`config.mk`:
```
export PLATFORM = sky130hd
export DESIGN_NAME = tail_light_sequencer
export DESIGN_NICKNAME = d
export VERILOG_FILES = /design/src/rtl/tail_light_pkg.sv /design/src/rtl/tail_light_dimmer.sv /design/src/rtl/tail_light_sequencer.sv
export SDC_FILE = /design/constraint.sdc
export NUM_CORES = 1
export LEC_CHECK = 0
export CAP_MARGIN = 20
export CORE_MARGIN = 5
export CORE_UTILIZATION = 50
export DETAILED_ROUTE_END_ITERATION = 7
export PLACE_DENSITY = 0.77
export SKIP_LAST_GASP = 1
export SLEW_MARGIN = 20
export SYNTH_ARGS = -nofsm -noshare
export SYNTH_HDL_FRONTEND = slang
export SYNTH_SLANG_ARGS = --single-unit
```
`constraint.sdc`:
```
create_clock -name clock -period 4.35 [get_ports clock]
set_input_delay 0.87 -clock clock [delete_from_list [all_inputs] [get_ports clock]]
set_output_delay 0.87 -clock clock [all_outputs]
set_load 0.005 [all_outputs]
```
`src/rtl/tail_light_pkg.sv`:
```
// Shared mode encoding, parameter legality limits and request priority for the tail-light sequencer.
// Combinational helpers only; no latency and no backpressure.
package tail_light_pkg;

    typedef enum logic [1:0] {
        IDLE   = 2'd0,
        LEFT   = 2'd1,
        RIGHT  = 2'd2,
        HAZARD = 2'd3
    } mode_t;

    localparam int LAMPS_MIN       = 1;
    localparam int LAMPS_MAX       = 8;
    localparam int STEP_CYCLES_MIN = 1;
    localparam int STEP_CYCLES_MAX = 65536;
    localparam int DIM_BITS_MIN    = 1;
    localparam int DIM_BITS_MAX    = 8;

    // Hazard wins, and both turn stalks at once are treated as hazard.
    function automatic mode_t req_mode(input logic left, input logic right, input logic hazard);
        if (hazard || (left && right)) return HAZARD;
        if (left)                      return LEFT;
        if (right)                     return RIGHT;
        return IDLE;
    endfunction

endpackage

```
`src/rtl/tail_light_dimmer.sv`:
```
// Free-running PWM counter with duty compare; dim_on follows the counter combinationally.
// No backpressure; dim_duty=0 never lights, the full period is 2^DIM_BITS cycles.
module tail_light_dimmer #(
    parameter int DIM_BITS = 4
) (
    input  logic                clock,
    input  logic                reset,
    input  logic [DIM_BITS-1:0] dim_duty,
    output logic                dim_on
);

    logic [DIM_BITS-1:0] pwm_cnt;

    always_ff @(posedge clock) begin
        if (reset) pwm_cnt <= '0;
        else       pwm_cnt <= pwm_cnt + DIM_BITS'(1);
    end

    assign dim_on = (pwm_cnt < dim_duty);

endmodule

```
`src/rtl/tail_light_sequencer.sv`:
```
// Turn/hazard/brake tail-light animator with PWM running-light fill on unlit lamps.
// Two-edge latency from request inputs to out; no backpressure, inputs are levels.
module tail_light_sequencer
    import tail_light_pkg::*;
#(
    parameter int LAMPS       = 3,
    parameter int STEP_CYCLES = 4,
    parameter int DIM_BITS    = 4
) (
    input  logic                clock,
    input  logic                reset,
    input  logic                left,
    input  logic                right,
    input  logic                hazard,
    input  logic                brake,
    input  logic                lights,
    input  logic [DIM_BITS-1:0] dim_duty,
    output logic [2*LAMPS-1:0]  out
);

    localparam int OUT_W  = 2 * LAMPS;
    localparam int STEP_W = $clog2(LAMPS + 1);
    localparam int PRE_W  = (STEP_CYCLES > 1) ? $clog2(STEP_CYCLES) : 1;

    if (LAMPS < LAMPS_MIN || LAMPS > LAMPS_MAX) begin : g_bad_lamps
        $error("tail_light_sequencer: LAMPS out of range");
    end
    if (STEP_CYCLES < STEP_CYCLES_MIN || STEP_CYCLES > STEP_CYCLES_MAX) begin : g_bad_step
        $error("tail_light_sequencer: STEP_CYCLES out of range");
    end
    if (DIM_BITS < DIM_BITS_MIN || DIM_BITS > DIM_BITS_MAX) begin : g_bad_dim
        $error("tail_light_sequencer: DIM_BITS out of range");
    end

    mode_t              mode, mode_nxt, req;
    logic [STEP_W-1:0]  step, step_nxt;
    logic [PRE_W-1:0]   pre, pre_nxt;
    logic               brake_q, lights_q;
    logic               dim_on;
    logic [LAMPS-1:0]   depth_lit, left_lit, right_lit;
    logic [OUT_W-1:0]   out_nxt;

    tail_light_dimmer #(.DIM_BITS(DIM_BITS)) u_dimmer (
        .clock    (clock),
        .reset    (reset),
        .dim_duty (dim_duty),
        .dim_on   (dim_on)
    );

    // brake/lights are staged alongside mode so every input sees the same two-edge latency.
    always_ff @(posedge clock) begin
        if (reset) begin
            mode     <= IDLE;
            step     <= '0;
            pre      <= '0;
            brake_q  <= 1'b0;
            lights_q <= 1'b0;
        end else begin
            mode     <= mode_nxt;
            step     <= step_nxt;
            pre      <= pre_nxt;
            brake_q  <= brake;
            lights_q <= lights;
        end
    end

    always_comb begin
        req      = req_mode(left, right, hazard);
        mode_nxt = mode;
        step_nxt = step;
        pre_nxt  = pre;
        if (req != mode) begin
            mode_nxt = req;
            step_nxt = (req == IDLE) ? '0 : STEP_W'(1);
            pre_nxt  = '0;
        end else if (mode == IDLE) begin
            step_nxt = '0;
            pre_nxt  = '0;
        end else if (pre == PRE_W'(STEP_CYCLES - 1)) begin
            pre_nxt = '0;
            if (mode == HAZARD)
                step_nxt = (step == '0) ? STEP_W'(1) : '0;
            else
                step_nxt = (step == STEP_W'(LAMPS)) ? '0 : step + STEP_W'(1);
        end else begin
            pre_nxt = pre + PRE_W'(1);
        end
    end

    // depth_lit[i] is the lamp i positions out from the centre on the turning side.
    always_comb begin
        depth_lit = '0;
        right_lit = '0;
        left_lit  = '0;
        for (int i = 0; i < LAMPS; i++) begin
            depth_lit[i] = (int'(step) > i);
        end
        case (mode)
            LEFT: begin
                left_lit  = depth_lit;
                right_lit = {LAMPS{brake_q}};
            end
            RIGHT: begin
                for (int i = 0; i < LAMPS; i++) right_lit[LAMPS-1-i] = depth_lit[i];
                left_lit = {LAMPS{brake_q}};
            end
            HAZARD: begin
                left_lit  = {LAMPS{step == STEP_W'(1)}};
                right_lit = {LAMPS{step == STEP_W'(1)}};
            end
            default: begin
                left_lit  = {LAMPS{brake_q}};
                right_lit = {LAMPS{brake_q}};
            end
        endcase
        out_nxt = {left_lit, right_lit} | {OUT_W{lights_q & dim_on}};
    end

    always_ff @(posedge clock) begin
        if (reset) out <= '0;
        else       out <= out_nxt;
    end

endmodule

```
==> flow_summary.toml, run 1 <==
[run_status]
outcome = "complete, no violations"

[die]
fp-row-count = 15
io_pins = 17
die_h_um = 52.8
dieArea_mm2 = 0.00279
start_util_pct = 53.0
chipWidth_um = 52.8
core_area_mm2 = 0.00173

[critical_path]
ff2ff_path_depth = 5
r2r_end = "step[0]"
rrSetupSlack_ns = 2.78
worstPathRequired_ns = 4.49
cp-start-kind = "input port"
worstPathMaxFanout = 6
end_kind = "flop"
worstPathArrival_ns = 2.35
path_class = "in -> reg"
regToRegStartpoint = "mode[0]"

[layout]
antenna_cells = 0
instances_no_fill = 140
fillCellCount = 150
area_growth_pct = 21.6
final_nets = 135
multi_input_area_um2 = 495
regArea_um2 = 360
drive_above_1_share_pct = 7.83

[global_route]
gr-total-overflow = 0
first_global_vias = 643
grt_pass1_wl_um = 2550
antenna_found_initial = 0
grt_use_total_pct = 12.1
grt_max_degree = 20

[timing]
fin_tns_setup_ns = 0
slew_headroom_pct = 55.6
worst_slew_pin_slew_ns = 0.664
slew_viol_final = 0
hold_viol = 0
setup_viol = 0
finClkSkew_ns = 0.00137
post-route-period-util_pct = 51.0
fmax_ghz = 0.451
post-route-min-period_ns = 2.22
rsz0062_at_grt = "false"

[yosys]
synth_fp_nets = 118
syn_area_per_cell_um2 = 9.25
synth-seq-area-share_pct = 39.3
synth-seq-cells = 18
syn_area_um2 = 916
ys_types = 30
synth_warnings = 0
synthCells = 99

[clock_network]
cts_hold_buffers = 0
cts_sinks = 18
clk_latency_ns = 0.27
cts_resized = 0
cts_buffers = 3
clkTransAtPathRegs_ns = 0.09
clockBufferDepth = 2
cts-root-buf = "clkbuf_4"
cts.repair_timing.setup_buffer_count = 0
cts_tree = "yes"
cts_htree_levels = 1

[route]
firstDrtPassIters = 4
viasPerCell = 5.16
vias = 722
drcViolationCount = 0
post_drt_wl_per_cell_um = 10.6
drt-initial-drc-count = 7
antenna_left = 0
drt-total-wl_um = 1480

[pwr]
swShare_pct = 23.2
internal-power_uw = 264
p_leak_nw = 0.443
p_clk_share_pct = 27.8
pwr-share-comb_pct = 18.2
seq_power_share_pct = 54.0
power.density_mw_per_mm2 = 309
switching_power_uw = 79.7
vdd_drop_max_mv = 0.253

[placement]
dp_hpwl_um = 1150
gp_congestion = 0.826
placedCellCount = 136
port_buffers = 16

[hold_path]
hold_path_end = "pre[0]"
hold_depth = 1
hold_path.startpoint = "pre[0]"
holdCritPathClass = "reg -> reg"

[job]
maxCapViolations = 0
[registers in the layout (all words and copies together), names as in the netlist]
| signal | flops |
|---|---|
| out | 6 |
| u_dimmer.pwm_cnt | 4 |
| mode | 2 |
| pre | 2 |
| step | 2 |
| brake_q | 1 |
| lights_q | 1 |
[power groups by stage]
stage	Clock (mW)	Combinational [mW]	Sequential, mW
CTS	0.0993	0.0634	0.186
global route	0.109	0.0707	0.188
global placement	0	0.0620	0.189
floorplan	0	0.0407	0.186
detailed placement	0	0.0633	0.189
finish	0.0956	0.0627	0.185
[cell usage after synthesis (all sizes together)]
library cell   n  area share (%)
xnor2          1            0.96
nand3b         1            0.82
nand2b         6             4.1
nand2          5             2.0
nor2b          3             2.0
o21ai          1            0.55
o22ai          1            0.68
o32ai          2             1.9
and2b          2             1.6
nand3          1            0.55
a311oi         2             3.3
inv            8             3.3
nor2          11             4.5
o211ai         1            0.82
nor3           2             1.1
or2b           1            0.82
nor4b          1             1.6
nor3b          1            0.82
ha             8              11
nor4           2             1.4
clkbuf         2            0.82
buf            2             2.5
mux2           1             1.2
a31oi          6             4.1
a221oi         2             1.9
a211oi         1             1.4
xor2           2             1.9
a21oi          4             2.2
dfxtp         18              39
a21o           1            0.82
[area by class of cell]
cell class	count	share of cell area, %
clock buffers	4	3.26
inverters	8	2.70
multi-input cells	69	44.5
flip-flops and latches	18	32.4
well taps	25	2.81
repair buffers	16	14.4
[through the flow]
| step | power (mW) | hold WS (ns) | setup slack (ns) | area (µm²) | utilization (%) |
|---|---|---|---|---|---|
| 5_1_grt | 0.368 | 0.460 | 1.99 | 1110 | 64.5 |
| 6_report | 0.344 | 0.441 | 2.13 | 1110 | 64.5 |
| 3_3_place_gp | 0.251 | 0.417 | 1.85 | 1080 | 62.4 |
| 2_1_floorplan | 0.227 | 0.408 | 2.40 | 916 | - |
| 4_1_cts | 0.348 | 0.445 | 2.13 | 1110 | 64.5 |
| 3_5_place_dp | 0.253 | 0.431 | 1.82 | 1080 | 62.4 |
[layout by cell type, fill, tap and decap left out, drive strengths merged, types with 3 or more instances in the layout]
master         count
dfxtp             18
ha                 8
a21oi              4
inv                8
clkdlybuf4s50     16
nor2b              3
a31oi              6
clkbuf             4
nor2              11
nand2              5
nand2b             6
[critical path: stages]
cell and delay (ns):
clkdlybuf4s50_1 0.45, inv_1 0.04, ha_1 0.26, a21o_1 0.12, a211oi_2 0.07, a311oi_2 0.41
a31oi_1 0.14
[cells by family after synthesis]
logic type | count (synthesis) | synth area share, %
simple gates | 36 | 21.4
xor+xnor | 3 | 2.87
compound gates | 21 | 17.6
flops | 18 | 39.3
buf+inv | 12 | 6.56
mux | 1 | 1.23
fa+ha+maj | 8 | 10.9
[worst max-delay path by stage]
stage / startpoint / endpoint / slack [ns] / depth (start not counted)
3_5_place_dp: dim_duty[1] / out[2] / 1.82 / 7
6_report: dim_duty[1] / out[2] / 2.13 / 7
3_3_place_gp: dim_duty[1] / out[4] / 1.85 / 7
5_1_grt: dim_duty[1] / out[2] / 1.99 / 7
2_1_floorplan: dim_duty[1] / out[4] / 2.40 / 6
4_1_cts: dim_duty[1] / out[2] / 2.13 / 7
[layer usage]
layer	vias up	GRT usage (%)	wire [µm]	part of all wire, %
li1	383	-	-	-
met1	320	14.4	708	48
met2	17	20.5	679	46
met3	2	2.85	69	4.7
met4	0	5.11	21	1.4
met5	-	0	0	0
Note: power is estimated with default switching activity, not from simulation.
==> run 2, diff against run 1 <==
--- a/config.mk
+++ b/config.mk
@@ -7,9 +7,9 @@
 export LEC_CHECK = 0
 export CAP_MARGIN = 20
 export CORE_MARGIN = 5
-export CORE_UTILIZATION = 50
+export CORE_UTILIZATION = 45
 export DETAILED_ROUTE_END_ITERATION = 7
-export PLACE_DENSITY = 0.77
+export PLACE_DENSITY = 0.73
 export SKIP_LAST_GASP = 1
 export SLEW_MARGIN = 20
 export SYNTH_ARGS = -nofsm -noshare
==> constraint.sdc (replaced) <==
create_clock -name clock -period 1.9 [get_ports clock]
set_input_delay 0.38 -clock clock [delete_from_list [all_inputs] [get_ports clock]]
set_output_delay 0.38 -clock clock [all_outputs]
set_load 0.005 [all_outputs]
==> run 2 against run 1 <==
Compared with the run above:
- clock skew grew 0.0041 ns
- register-to-register slack lost 2.5 ns
- wire length grew 7.6%
- core utilization shrank 5.8 points
- design area grew 2.4%
- cell count grew 4.3%
- flip-flop and latch count is the same
- via count grew 0.14%
- clock power grew 82%
==> flow_summary.toml, run 2 (synthesis results as in run 1) <==
[critical_path]
cp-start-kind = "input port"
worstPathRequired_ns = 2.05
worstPathMaxFanout = 6
path_class = "in -> reg"
ff2ff_path_depth = 5
end_kind = "flop"
regToRegStartpoint = "mode[1]"
worstPathArrival_ns = 1.87
worstSetupStartpoint = "dim_duty[1]"

[timing]
hold_viol = 0
rsz0062_at_grt = "false"
slew_headroom_pct = 72.0
post-route-period-util_pct = 90.9
worst_slew_pin_slew_ns = 0.419
setup_ws_ns = 0.174
fin_tns_setup_ns = 0
post-route-min-period_ns = 1.73
setup_viol = 0
finClkSkew_ns = 0.00548
slew_viol_final = 0
fmax_ghz = 0.579

[layout]
area_growth_pct = 24.5
final_common_cell = "dfxtp_1"
final_nets = 140
fillCellCount = 175
drive_above_1_share_pct = 10.9
largestRegisters = "out: 6 flops, u_dimmer.pwm_cnt: 4 flops"
regMostFlops = "out"
mostFrequentLayoutCells = "18 x dfxtp_1, 16 x clkdlybuf4s50_1, 11 x nor2_1"
antenna_cells = 0
fin_area_mm2 = 0.00114
largest_reg_flops = 6
instances_no_fill = 146

[die]
fp-row-count = 16
dieArea_mm2 = 0.00304
die_h_um = 55.1
io_pins = 17
core_area_mm2 = 0.00194
start_util_pct = 47.2
chipWidth_um = 55.1

[pwr]
p_leak_nw = 0.460
total_power_uw = 751
power.density_mw_per_mm2 = 659
vdd_drop_max_mv = 0.437

[route]
routed-wl-met2_um = 763
post_drt_wl_per_cell_um = 10.9
viasPerCell = 4.95
drcViolationCount = 0
antenna_left = 0
top_layer = "met4"
vias = 723
firstDrtPassIters = 2
drt-met1-wl_um = 751
drt-total-wl_um = 1590
drt-initial-drc-count = 3
dr_wl_met3_um = 61

[clock_network]
cts-root-buf = "clkbuf_4"
cts.repair_timing.setup_buffer_count = 0
cts_resized = 0
clockBufferDepth = 2
cts_hold_buffers = 0
cts_buffers = 3
clkTransAtPathRegs_ns = 0.09
cts_sinks = 18
clk_latency_ns = 0.28
cts_htree_levels = 1
cts_tree = "yes"

[placement]
place_ws_ns = -0.124
postPlaceCellArea_mm2 = 0.00112
dp_hpwl_um = 1290
gp_congestion = 0.791
port_buffers = 16
placedCellCount = 143

[run_status]
outcome = "complete, no violations"

[global_route]
grt_pass1_wl_um = 2880
grt_use_total_pct = 13.2
gr-total-overflow = 0
first_global_vias = 726
antenna_found_initial = 0
grt_max_degree = 13

[hold_path]
holdCritPathClass = "reg -> reg"
hold_depth = 1
hold_path.startpoint = "pre[0]"

[job]
maxCapViolations = 0
[run 2: power by group]
group          leakage (nW)  switching [mW]  total (mW)  internal [mW]
clock network        0.0138           0.101       0.174         0.0734
logic                 0.297          0.0618       0.153         0.0910
registers             0.149          0.0206       0.424          0.404
[run 2: worst max-delay path, stage by stage]
cell and delay, ns:
clkdlybuf4s50_1 0.46, inv_1 0.04, ha_1 0.27, a21o_1 0.11, a211oi_2 0.07, a311oi_2 0.41
a31oi_1 0.13
[run 2: worst paths after layout]
check	endpoint	slack [ns]
setup / recovery	out[2]	0.17
setup reg to reg	step[0]	0.28
hold reg to reg	pre[0]	0.43
hold / removal	pre[0]	0.43
[run 2: final cells by class]
class / count / area (µm²) / area share (%)
multi-input combinational: 69 / 495 / 43.5
tap: 27 / 33.8 / 2.96
sequential: 18 / 360 / 31.6
clock buffer: 3 / 22.5 / 1.98
inverter: 8 / 30.0 / 2.63
timing repair buffer: 21 / 198 / 17.3
[run 2: metal layers]
layer / track usage [%] / vias up
met5: 0 / -
met4: 4.86 / 0
met3: 4.02 / 2
met2: 23.4 / 11
met1: 14.8 / 320
li1: - / 390
[run 2: stage by stage]
| step | hold WS [ns] | utilization [%] |
|---|---|---|
| global placement | 0.420 | 57.5 |
| global route | 0.448 | 58.7 |
| CTS | 0.437 | 58.7 |
| detailed placement | 0.423 | 57.5 |
| finish | 0.430 | 58.7 |
| floorplan | 0.408 | - |
==> run 3, diff against run 2 <==
--- a/config.mk
+++ b/config.mk
@@ -6,6 +6,7 @@
 export NUM_CORES = 1
 export LEC_CHECK = 0
 export CAP_MARGIN = 20
+export CORE_ASPECT_RATIO = 1.25
 export CORE_MARGIN = 5
 export CORE_UTILIZATION = 45
 export DETAILED_ROUTE_END_ITERATION = 7
==> run 3 against run 2 <==
Compared with the run above:
- clock skew fell by 0.0019 ns
- clock power barely moved
- global-route usage fell by 1.3 points
- critical path type unchanged
- critical path depth did not move
- setup slack got worse by 0.036 ns
- non-clock buffer count fell by 2
- die area rose by 0.18%
- cell count fell by 6.2%
- core utilization fell by 1.7 points
==> flow_summary.toml, run 3 (synthesis results as in run 1) <==
[die]
dieArea_mm2 = 0.00304
fp-row-count = 18
io_pins = 17
chipWidth_um = 50.4
die_h_um = 60.4
start_util_pct = 46.7
core_area_mm2 = 0.00196

[hold_path]
hold_depth = 1
hold_path_end = "pre[0]"
holdCritPathClass = "reg -> reg"
hold_path.startpoint = "pre[0]"

[timing]
setup_ws_ns = 0.138
hold_viol = 0
whs_ns = 0.436
fin_tns_setup_ns = 0
worst_slew_pin_slew_ns = 0.464
post-route-period-util_pct = 92.7
fmax_ghz = 0.568
slew_viol_final = 0
rsz0062_at_grt = "false"
post-route-min-period_ns = 1.76
finClkSkew_ns = 0.00357
slew_headroom_pct = 68.9
setup_viol = 0

[critical_path]
cp-start-kind = "input port"
rrSetupSlack_ns = 0.30
ff2ff_path_depth = 5
regToRegStartpoint = "mode[1]"
worstPathMaxFanout = 6
worstPathRequired_ns = 2.05
end_kind = "flop"
worstPathArrival_ns = 1.91
r2r_end = "step[0]"
path_class = "in -> reg"

[clock_network]
clockBufferDepth = 2
cts_tree = "yes"
cts_buffers = 3
cts_resized = 0
cts.repair_timing.setup_buffer_count = 0
cts_htree_levels = 1
cts_sinks = 18
cts-root-buf = "clkbuf_4"
cts_hold_buffers = 0
clkTransAtPathRegs_ns = 0.09
clk_latency_ns = 0.28

[placement]
place_ws_ns = -0.183
postPlaceCellArea_mm2 = 0.00109
port_buffers = 16
dp_hpwl_um = 1310
gp_congestion = 0.767

[route]
post_drt_wl_per_cell_um = 12.0
vias = 727
drcViolationCount = 0
drt-total-wl_um = 1640
drt-initial-drc-count = 6
viasPerCell = 5.31
antenna_left = 0
firstDrtPassIters = 2

[layout]
largest_reg_flops = 6
antenna_cells = 0
area_growth_pct = 21.9
final_common_cell = "dfxtp_1"
final_nets = 138
fin_area_mm2 = 0.00112
utilization_pct = 57.0
mostFrequentLayoutCells = "18 x dfxtp_1, 16 x clkdlybuf4s50_1, 11 x nor2_1"
regMostFlops = "out"
drive_above_1_share_pct = 9.40
largestRegisters = "out: 6 flops, u_dimmer.pwm_cnt: 4 flops"

[pwr]
vdd_drop_max_mv = 0.443
p_leak_nw = 0.450
power.density_mw_per_mm2 = 671

[global_route]
grt_use_total_pct = 11.9
antenna_found_initial = 0
grt_max_degree = 14
grt_pass1_wl_um = 2870
first_global_vias = 698
gr-total-overflow = 0

[run_status]
outcome = "complete, no violations"

[job]
maxCapViolations = 0
==> run 3: cell count changes in the layout (fill, tap and decap cells not counted), sizes merged <==
| cell | before | now |
|---|---|---|
| buf | 5 | 3 |
==> run 3: worst max-delay path by stage <==
| stage | startpoint | end | depth (start not counted) |
|---|---|---|---|
| 5_1_grt | dim_duty[1] | out[1] | 7 |
| 3_5_place_dp | dim_duty[1] | out[5] | 7 |
| 6_report | dim_duty[1] | out[5] | 7 |
| 3_3_place_gp | dim_duty[1] | out[5] | 7 |
| 2_1_floorplan | dim_duty[1] | out[4] | 6 |
| 4_1_cts | dim_duty[1] | out[5] | 7 |
==> run 3: final cells by class <==
cell class	count	area, µm²
fill	184	843
clock buffer	3	22.5
inverter	8	30.0
timing repair buffer	19	183
sequential	18	360
multi-input combinational	69	495
tap	20	25.0
==> run 3: where the power goes <==
part / internal [mW] / switching [mW]
clock: 0.0734 / 0.0997
sequential: 0.404 / 0.0208
combinational: 0.0888 / 0.0622
==> run 3: metrics by stage <==
step                      std cells  total power, mW
after floorplan                  99            0.519
after global placement          134            0.580
after detailed placement        134            0.587
after CTS                       137            0.763
after global routing            137            0.798
final                           137            0.749
==> run 3: layer usage <==
layer / GRT usage, % / wire length [µm] / part of all wire, %
met2: 20.5 / 795 / 48
met5: 0 / 0 / 0
met1: 14.2 / 724 / 44
met3: 2.70 / 88 / 5.4
met4: 5.47 / 34 / 2.1
==> run 3: critical path, stage by stage <==
cell and delay [ns]:
clkdlybuf4s50_1 0.46, inv_1 0.04, ha_1 0.27, a21o_1 0.12
a211oi_2 0.07, a311oi_2 0.42, a31oi_1 0.15
